[src/rtl/clkspec_mod16_16_seq_if.sv]
// Operand/remainder handshake bundle between the GCD controller (master) and the modulus block (slave).
// Operands use a valid/ready accept; the remainder is held under out_valid until out_ready.
interface clkspec_mod16_16_seq_if #(
  parameter int WIDTH = 16
);
  logic [WIDTH-1:0] dd;
  logic [WIDTH-1:0] dv;
  logic             in_valid;
  logic             in_ready;
  logic [WIDTH-1:0] rm;
  logic             out_valid;
  logic             out_ready;

  modport master (
    output dd, dv, in_valid, out_ready,
    input  in_ready, rm, out_valid
  );

  modport slave (
    input  dd, dv, in_valid, out_ready,
    output in_ready, rm, out_valid
  );
endinterface

[src/rtl/clkspec_mod16_16_seq.sv]
// Sequential rm = dd mod dv, restoring shift-subtract at one bit per clock: WIDTH cycles, or 1 when dv==0 or dd<dv.
// One operation in flight; operands only taken in IDLE, remainder held in DONE until out_ready.
module clkspec_mod16_16_seq #(
  parameter int WIDTH = 16
) (
  input  logic                  clk,
  input  logic                  reset,
  clkspec_mod16_16_seq_if.slave bus
);

  localparam int CW = (WIDTH > 1) ? $clog2(WIDTH) : 1;
  localparam logic [CW-1:0] LAST = CW'(WIDTH - 1);

  typedef enum logic [1:0] {
    IDLE = 2'd0,
    CALC = 2'd1,
    DONE = 2'd2
  } state_t;

  state_t           state;
  logic [WIDTH-1:0] dividend;
  logic [WIDTH-1:0] divisor;
  logic [WIDTH-1:0] rem;
  logic [CW-1:0]    count;
  logic [WIDTH-1:0] rm_q;
  logic             in_ready_q;
  logic             out_valid_q;

  logic [WIDTH:0]   shifted;
  logic [WIDTH:0]   diff;
  logic [WIDTH-1:0] step;

  // The restored remainder is always below dv, so it fits in WIDTH bits; only
  // the shifted trial value needs the extra bit. A borrow out of the trial
  // subtraction means shifted < dv and the old value is kept.
  always_comb begin
    shifted = {rem, dividend[WIDTH-1]};
    diff    = shifted - {1'b0, divisor};
    step    = diff[WIDTH] ? shifted[WIDTH-1:0] : diff[WIDTH-1:0];
  end

  always_ff @(posedge clk) begin
    if (!reset) begin
      state       <= IDLE;
      dividend    <= '0;
      divisor     <= '0;
      rem         <= '0;
      count       <= '0;
      rm_q        <= '0;
      in_ready_q  <= 1'b1;
      out_valid_q <= 1'b0;
    end else begin
      case (state)
        IDLE: begin
          if (bus.in_valid) begin
            dividend   <= bus.dd;
            divisor    <= bus.dv;
            in_ready_q <= 1'b0;
            if (bus.dv == '0 || bus.dd < bus.dv) begin
              rm_q        <= bus.dd;
              out_valid_q <= 1'b1;
              state       <= DONE;
            end else begin
              rem   <= '0;
              count <= '0;
              state <= CALC;
            end
          end
        end
        CALC: begin
          dividend <= {dividend[WIDTH-2:0], 1'b0};
          rem      <= step;
          if (count == LAST) begin
            count       <= '0;
            rm_q        <= step;
            out_valid_q <= 1'b1;
            state       <= DONE;
          end else begin
            count <= count + 1'b1;
          end
        end
        DONE: begin
          if (bus.out_ready) begin
            out_valid_q <= 1'b0;
            in_ready_q  <= 1'b1;
            state       <= IDLE;
          end
        end
        default: begin
          state       <= IDLE;
          in_ready_q  <= 1'b1;
          out_valid_q <= 1'b0;
        end
      endcase
    end
  end

  assign bus.in_ready  = in_ready_q;
  assign bus.out_valid = out_valid_q;
  assign bus.rm        = rm_q;

endmodule

[src/flat_wrapper.sv]
// flat-port wrapper written by rule: the top's interface ports become plain ports
module clkspec_mod16_16_seq_flat 
#(
  parameter int WIDTH = 16
)
  (clk, reset, bus_dd, bus_dv, bus_in_valid, bus_out_ready, bus_in_ready, bus_rm, bus_out_valid);
  clkspec_mod16_16_seq_if #(.WIDTH(WIDTH)) bus_i ();
  input  logic clk;
  input  logic reset;
  input wire logic [$bits(bus_i.dd)-1:0] bus_dd;
  input wire logic [$bits(bus_i.dv)-1:0] bus_dv;
  input wire logic [$bits(bus_i.in_valid)-1:0] bus_in_valid;
  input wire logic [$bits(bus_i.out_ready)-1:0] bus_out_ready;
  output wire logic [$bits(bus_i.in_ready)-1:0] bus_in_ready;
  output wire logic [$bits(bus_i.rm)-1:0] bus_rm;
  output wire logic [$bits(bus_i.out_valid)-1:0] bus_out_valid;
  assign bus_i.dd = bus_dd;
  assign bus_i.dv = bus_dv;
  assign bus_i.in_valid = bus_in_valid;
  assign bus_i.out_ready = bus_out_ready;
  assign bus_in_ready = bus_i.in_ready;
  assign bus_rm = bus_i.rm;
  assign bus_out_valid = bus_i.out_valid;
  clkspec_mod16_16_seq #(.WIDTH(WIDTH)) u_core (.clk(clk), .reset(reset), .bus(bus_i));
endmodule
[config.mk]
export PLATFORM = sky130hd
export DESIGN_NAME = clkspec_mod16_16_seq_flat
export DESIGN_NICKNAME = d
export VERILOG_FILES = /design/src/rtl/clkspec_mod16_16_seq_if.sv /design/src/rtl/clkspec_mod16_16_seq.sv /design/src/flat_wrapper.sv
export SDC_FILE = /design/constraint.sdc
export NUM_CORES = 1
export LEC_CHECK = 0
export ABC_AREA = 1
export BUFFER_PORTS_ARGS = -buffer_cell sky130_fd_sc_hd__buf_2
export CAP_MARGIN = 20
export CORE_AREA = 2 2 122 124
export CTS_CLUSTER_SIZE = 25
export DETAILED_ROUTE_END_ITERATION = 16
export DIE_AREA = 0 0 124 126
export HOLD_SLACK_MARGIN = 0.08
export PLACE_DENSITY = 0.61
export RECOVER_POWER = 25
export SKIP_LAST_GASP = 1
export SYNTH_ARGS = -nofsm -noshare
export SYNTH_HDL_FRONTEND = slang
export SYNTH_SLANG_ARGS = --single-unit
[constraint.sdc]
create_clock -name clk -period 6.3 [get_ports clk]
set_input_delay 0 -clock clk [delete_from_list [all_inputs] [get_ports clk]]
set_output_delay 0 -clock clk [all_outputs]
set_load 0.03 [all_outputs]
==> impl_metrics.toml, run 1 <==
[critical_path]
path_max_fanout = 35
cp-startpoint = "u_core.state[0]$_SDFFE_PN0P_"
worst_setup_path_start_kind = "register"
arrival_ps = 3870
path_class = "reg2reg"
rr_startpoint = "u_core.state[0]$_SDFFE_PN0P_"
crit_required_ps = 6580
critPathCaptureType = "register"

[routing]
drt-total-wl_mm = 13.5
drtIter0Drc = 316
wl_per_cell_um = 12.6
drcViolationCount = 0
drtPass1Iterations = 5
vias_per_cell = 4.63
ant_nets = 0
vias = 4959

[pwr]
power_frac_seq_pct = 21.1
power_frac_comb_pct = 61.5
power_leakage_nw = 3.20
p_sw_mw = 1.66
vdd_ir_drop_max_mv = 0.273
p_int_mw = 1.60
clock_power_share_pct = 17.4
p_sw_share_pct = 51.0
p_per_area_nw_per_um2 = 549

[clock_network]
cts_max_level = 3
path_clk_slew_ps = 60
cts_buffers = 9
cts_sinks = 72
cts_root_buf = "clkbuf_16"
post_cts_buffers = 0
clk_latency_ps = 340
cts_tree = "yes"
cts_buffer_depth = 2

[sta]
max_freq_ghz = 0.279
clock_skew_ps = 9.36
whs_ps = 78.7
finalMaxSlewViolations = 36
setup_viol = 0
setup_tns_ps = 0
rsz0062_at_grt = "no"
tightest_slew_ps = 1890
layout_min_cycle_time_ps = 3590
timing.final.ws_setup_ps = 2710
post-route-period-util_pct = 56.9
slew_headroom_pct = -26.0
hold_viol = 0

[global_routing]
grt_overflow = 0
grt_pass1_wl_mm = 22.3
track_usage_pct = 18.2
grt_pass1_vias = 4480
grt_max_degree = 64
antenna_found_initial = 0

[final_layout]
final_util_pct = 41.5
fin_cells = 1071
layout_common_cells = "nand2_1 (251), inv_1 (135), nor2_1 (112), dfxtp_1 (72), nand3_1 (53)"
syn_to_final_growth_pct = 20.7
layout_commonest_cell = "nand2_1"
layout-drive-gt1-share_pct = 9.58
final_nets = 951
antenna-diode-count = 0

[floorplanning]
die_h_um = 126
dieArea_um2 = 15600
placementRows = 44
core_um2 = 14300
ios = 54
start_util_pct = 34.3
die_w_um = 124

[run_status]
violations = "capacitance limit, slew limit"
status = "complete, but fails checks"

[run]
drv_cap = 1

[synthesis]
syn_avg_cell_area_um2 = 6.09
ys_warn_count = 0
ys_ff_latch = 72
synthesis.nets = 876
synth_seq_area_share_pct = 29.3
syn_area_um2 = 4920
synth_cells = 807
synth_cell_types = 35

[placed_design]
io_buffers = 53
place_ws_ps = 3690
dp_cells = 1024
gp_congestion = 0.859
hpwl_mm = 9.94

[min_path]
min_from = "bus_out_ready"
hp-class = "in2reg"
==> logic make-up (layout without fill, tap and decap cells) <==
family / Yosys count / in the layout / synth area share (%)
flip-flops: 72 / 72 / 29.3
adder cells (fa/ha/maj): 33 / 33 / 8.55
XOR/XNOR: 4 / 4 / 0.713
AO/OA/AOI/OAI: 81 / 81 / 9.37
buffers and inverters: 164 / 244 / 12.8
AND/OR/NAND/NOR: 453 / 453 / 39.2
==> power groups by stage <==
stage                     clock (mW)  combinational [mW]  sequential, mW
after detailed placement           0                1.98           0.699
after CTS                      0.574                2.01           0.690
after global routing           0.594                2.31           0.710
after global placement             0                1.97           0.697
final                          0.567                2.00           0.689
after floorplan                    0                1.50           0.761
==> cell usage after synthesis <==
library cell  count  area (um2)
nand3_2           1        10.0
clkbuf_1         14        52.6
fa_1              1        20.0
nand3_1          53         265
inv_1           135         507
nand2_2           6        37.5
a21oi_2           1        8.76
or2_2             2        12.5
nor2_4            1        11.3
xor2_1            3        26.3
nor3_1            7        35.0
a31oi_1           7        43.8
nand2_4           5        56.3
nor2_1          111         417
buf_6             1        11.3
nor3_2            1        10.0
a22oi_1           8        60.1
nor4_1            4        25.0
dfxtp_1          72        1440
and2_1            1        6.26
buf_2             5        25.0
a21oi_4           1        16.3
inv_2             6        22.5
nand2_1         250         938
buf_1             2        7.51
a21oi_1          35         175
clkinv_1          1        3.75
nor2_2            7        43.8
xnor2_1           1        8.76
nor2_8            1        20.0
ha_1             32         400
o21ai_4           1        16.3
nand4_1           1        6.26
o21ai_0          28         140
nand3_4           2        35.0
==> critical path, cell delays in order (launching register included) <==
cell and delay [ps]:
dfxtp_1 360, inv_2 70, nor2_4 70, clkbuf_1 1350
inv_2 500, o21ai_4 560, nand2_2 310, nand2_1 120
nand2_1 50, nor2_1 120
==> layout make-up <==
| class | count | area (um2) |
|---|---|---|
| Sequential cell | 72 | 1440 |
| Clock inverter | 7 | 101 |
| Timing Repair Buffer | 86 | 564 |
| Clock buffer | 9 | 225 |
| Fill cell | 1564 | 8380 |
| Multi-Input combinational cell | 571 | 2840 |
| Inverter | 142 | 533 |
| Tap cell | 184 | 230 |
==> state kept, by name, summed over array words and instances, names as in the netlist <==
register              cells
u_core.bus.rm            16
u_core.dividend          16
u_core.divisor           16
u_core.rem               16
u_core.count              4
u_core.state              2
u_core.bus.in_ready       1
u_core.bus.out_valid      1
==> metrics by stage <==
stage	instance area, um2	total power, mW
after detailed placement	5330	2.68
final	5940	3.26
after floorplan	4920	2.26
after global placement	5330	2.67
after global routing	5940	3.61
after CTS	5970	3.28
==> per-layer routing <==
layer | global-route usage, % | routed length (um) | vias to the layer above | share of wire, %
met4 | 6.15 | 345 | 0 | 2.6
met3 | 3.17 | 636 | 22 | 4.7
li1 | - | - | 2643 | -
met1 | 24.8 | 6350 | 2173 | 47
met2 | 29.1 | 6190 | 121 | 46
met5 | 0 | 0 | - | 0
==> worst paths after layout <==
check	end	slack [ps]	depth (start not counted)
worst max register to register	u_core.bus.rm[7]$_SDFFE_PN0P_	2710	9
worst min register to register	u_core.divisor[3]$_SDFFE_PN0P_	470	2
worst max-delay path	u_core.bus.rm[7]$_SDFFE_PN0P_	2710	9
worst min-delay path	u_core.state[0]$_SDFFE_PN0P_	80	5
==> what timing repair did <==
item	in CTS	in global routing
hold buffers	31	0
setup endpoints to repair	0	0
endpoints found under the hold margin	31	0
gates resized for setup	0	0
No activity file was read; power rests on OpenSTA's default activity.
==> run 2, diff against run 1 <==
- ABC_AREA: 1 -> 0
- CORE_AREA: 2 2 122 124 -> 2 2 114 116
- DIE_AREA: 0 0 124 126 -> 0 0 116 118
- clock period: 6.3 -> 3.6 ns (I/O delays scaled with it)
==> impl_metrics.toml, run 2 <==
[run_status]
status = "finished, final reports clean"

[routing]
vias_per_cell = 5.31
drtIter0Drc = 238
drt-total-wl_mm = 12.7
wl_per_cell_um = 16.1
drtPass1Iterations = 5
ant_nets = 0
drcViolationCount = 0
vias = 4172

[sta]
rsz0062_at_grt = "no"
max_freq_ghz = 0.307
slew_headroom_pct = 27.9
tightest_slew_ps = 1080
layout_min_cycle_time_ps = 3260
setup_viol = 0
setup_tns_ps = 0
clock_skew_ps = 6.97
post-route-period-util_pct = 90.5
hold_viol = 0
finalMaxSlewViolations = 0

[pwr]
p_sw_share_pct = 31.9
p_total_mw = 2.55
vdd_ir_drop_max_mv = 0.236
p_int_mw = 1.73
power_leakage_nw = 2.22
power_frac_seq_pct = 35.7
clock_power_share_pct = 36.4
p_per_area_nw_per_um2 = 481
p_sw_mw = 0.812
power_frac_comb_pct = 27.9

[critical_path]
cp-endpoint = "u_core.bus.rm[11]$_SDFFE_PN0P_"
path_class = "reg2reg"
slowest_stage = "clkbuf_1"
crit_cells = 6
rr_startpoint = "u_core.state[0]$_SDFFE_PN0P_"
critPathTopFamily = "buffers and inverters"
crit_required_ps = 3880
rr_endpoint = "u_core.bus.rm[11]$_SDFFE_PN0P_"
arrival_ps = 3540
worst_setup_path_start_kind = "register"
max_stage_delay_ps = 820
cp_num_buf_inv = 2
path_max_fanout = 20
cp-startpoint = "u_core.state[0]$_SDFFE_PN0P_"
r2r_cells = 6
r2r_slack_ps = 340
critPathCaptureType = "register"
worstPathCellList = "clkinv_1, nand2_1, clkbuf_1, o22ai_1, nor2_1, a22o_1"

[global_routing]
grt_overflow = 0
grt_max_degree = 40
antenna_found_initial = 0
grt_pass1_wl_mm = 20.1
grt_pass1_vias = 3906
track_usage_pct = 18.9

[clock_network]
cts_sinks = 72
cts_buffer_depth = 2
cts_buffers = 9
post_cts_buffers = 0
cts_max_level = 3
cts.repair.resized = 0
ctsHoldBuffers = 30
path_clk_slew_ps = 60
clk_latency_ps = 340
cts_root_buf = "clkbuf_16"
cts_tree = "yes"

[floorplanning]
ios = 54
start_util_pct = 34.7
core_um2 = 12400
die_w_um = 116
dieArea_um2 = 13700
die_h_um = 118
placementRows = 41

[synthesis]
syn_area_um2 = 4310
synth_top_cells_by_area = "dfxtp_1 (33%), ha_1 (9.3%), nand2_1 (6.9%)"
synth.most_common_cell = "nand2_1"
synth_cell_types = 62
synth_edf_count = 0
ys_warn_count = 0
async_flop_share_pct = 0
yosys.area.top_type = "dfxtp_1"
synth_cells = 537
yosys.area.top_type_share_pct = 33.5
synthesis.nets = 606
netlist_top_cells_count = "nand2_1 (79), dfxtp_1 (72), a21oi_1 (59)"
ys.flop_type = "dfxtp_1"
synth_seq_area_share_pct = 33.5
ys_ff_latch = 72
syn_avg_cell_area_um2 = 8.02

[run]
drv_cap = 0

[final_layout]
final_nets = 678
layout-drive-gt1-share_pct = 10.9
final_area_um2 = 5290
layout_commonest_cell = "nand2_1"
fill_cells = 1313
syn_to_final_growth_pct = 22.8
layout_common_cells = "nand2_1 (79), dfxtp_1 (72), a21oi_1 (59), nor2_1 (38), inv_1 (36)"
antenna-diode-count = 0

[min_path]
hp-class = "in2reg"

[placed_design]
placed_area_um2 = 4710
gp_congestion = 0.845
hpwl_mm = 9.27
io_buffers = 53
==> run 2: cell types whose count changed in the layout (fill, tap and decap cells not counted), moves of 14 or more <==
cell / change
o2bb2ai_1: +15
mux2i_1: +14
inv_1: -99
a21oi_1: +24
nand2_1: -172
o221ai_1: +15
nand3_1: -46
nor2_1: -74
==> run 2: worst min path at each step <==
| stage | startpoint | end | slack [ps] | cells past startpoint |
|---|---|---|---|---|
| floorplan | bus_dv[10] | u_core.divisor[10]$_SDFFE_PN0P_ | 140 | 2 |
| global placement | bus_dv[1] | u_core.divisor[1]$_SDFFE_PN0P_ | 270 | 3 |
| detailed placement | bus_dv[1] | u_core.divisor[1]$_SDFFE_PN0P_ | 270 | 3 |
| CTS | bus_dd[10] | u_core.bus.rm[10]$_SDFFE_PN0P_ | 90 | 4 |
| global route | bus_dd[14] | u_core.dividend[14]$_SDFFE_PN0P_ | 120 | 5 |
| finish | bus_dd[10] | u_core.bus.rm[10]$_SDFFE_PN0P_ | 90 | 4 |
==> run 2: final cells by class <==
cell class | instances | area [um2] | share of cell area, %
sequential | 72 | 1440 | 27.2
tap | 172 | 215 | 4.07
inverter | 37 | 139 | 2.63
clock buffer | 13 | 270 | 5.11
clock inverter | 2 | 37.5 | 0.710
timing repair buffer | 90 | 592 | 11.2
multi-input combinational | 399 | 2590 | 49.1
==> run 2: power by group through the flow <==
stage,combinational (mW),sequential [mW],clock [mW]
6_report,0.711,0.910,0.926
5_1_grt,0.787,0.917,0.974
3_3_place_gp,0.678,0.923,0
4_1_cts,0.716,0.909,0.937
3_5_place_dp,0.688,0.925,0
2_1_floorplan,0.491,0.946,0
==> run 2: cells by family after synthesis <==
| kind of cell | count (synthesis) | synth area share (%) |
|---|---|---|
| mux | 18 | 4.30 |
| buf+inv | 66 | 6.30 |
| fa+ha+maj | 33 | 9.76 |
| xor+xnor | 11 | 2.24 |
| flops | 72 | 33.5 |
| compound gates | 177 | 27.2 |
| simple gates | 160 | 16.8 |
==> run 2: per-layer routing <==
| layer | up-vias | share of wire [%] | GRT usage [%] |
|---|---|---|---|
| li1 | 2065 | - | - |
| met1 | 1924 | 46 | 25.5 |
| met2 | 153 | 45 | 29.4 |
| met3 | 30 | 5.9 | 4.69 |
| met4 | 0 | 2.7 | 6.25 |
| met5 | - | 0 | 0 |
==> run 2: tightest hold or removal path: stages <==
cell     delay, ps
buf_2          120
nand3_1         70
nor2_1         100
a311o_1        110
==> run 2: stage by stage <==
stage	setup WS, ps	util [%]	hold slack, ps	instances
after global placement	492	37.9	267	740
final	343	42.6	87.9	785
after CTS	443	42.8	90.4	785
after global routing	106	42.6	121	785
after detailed placement	465	37.9	269	740
after floorplan	849	-	136	537
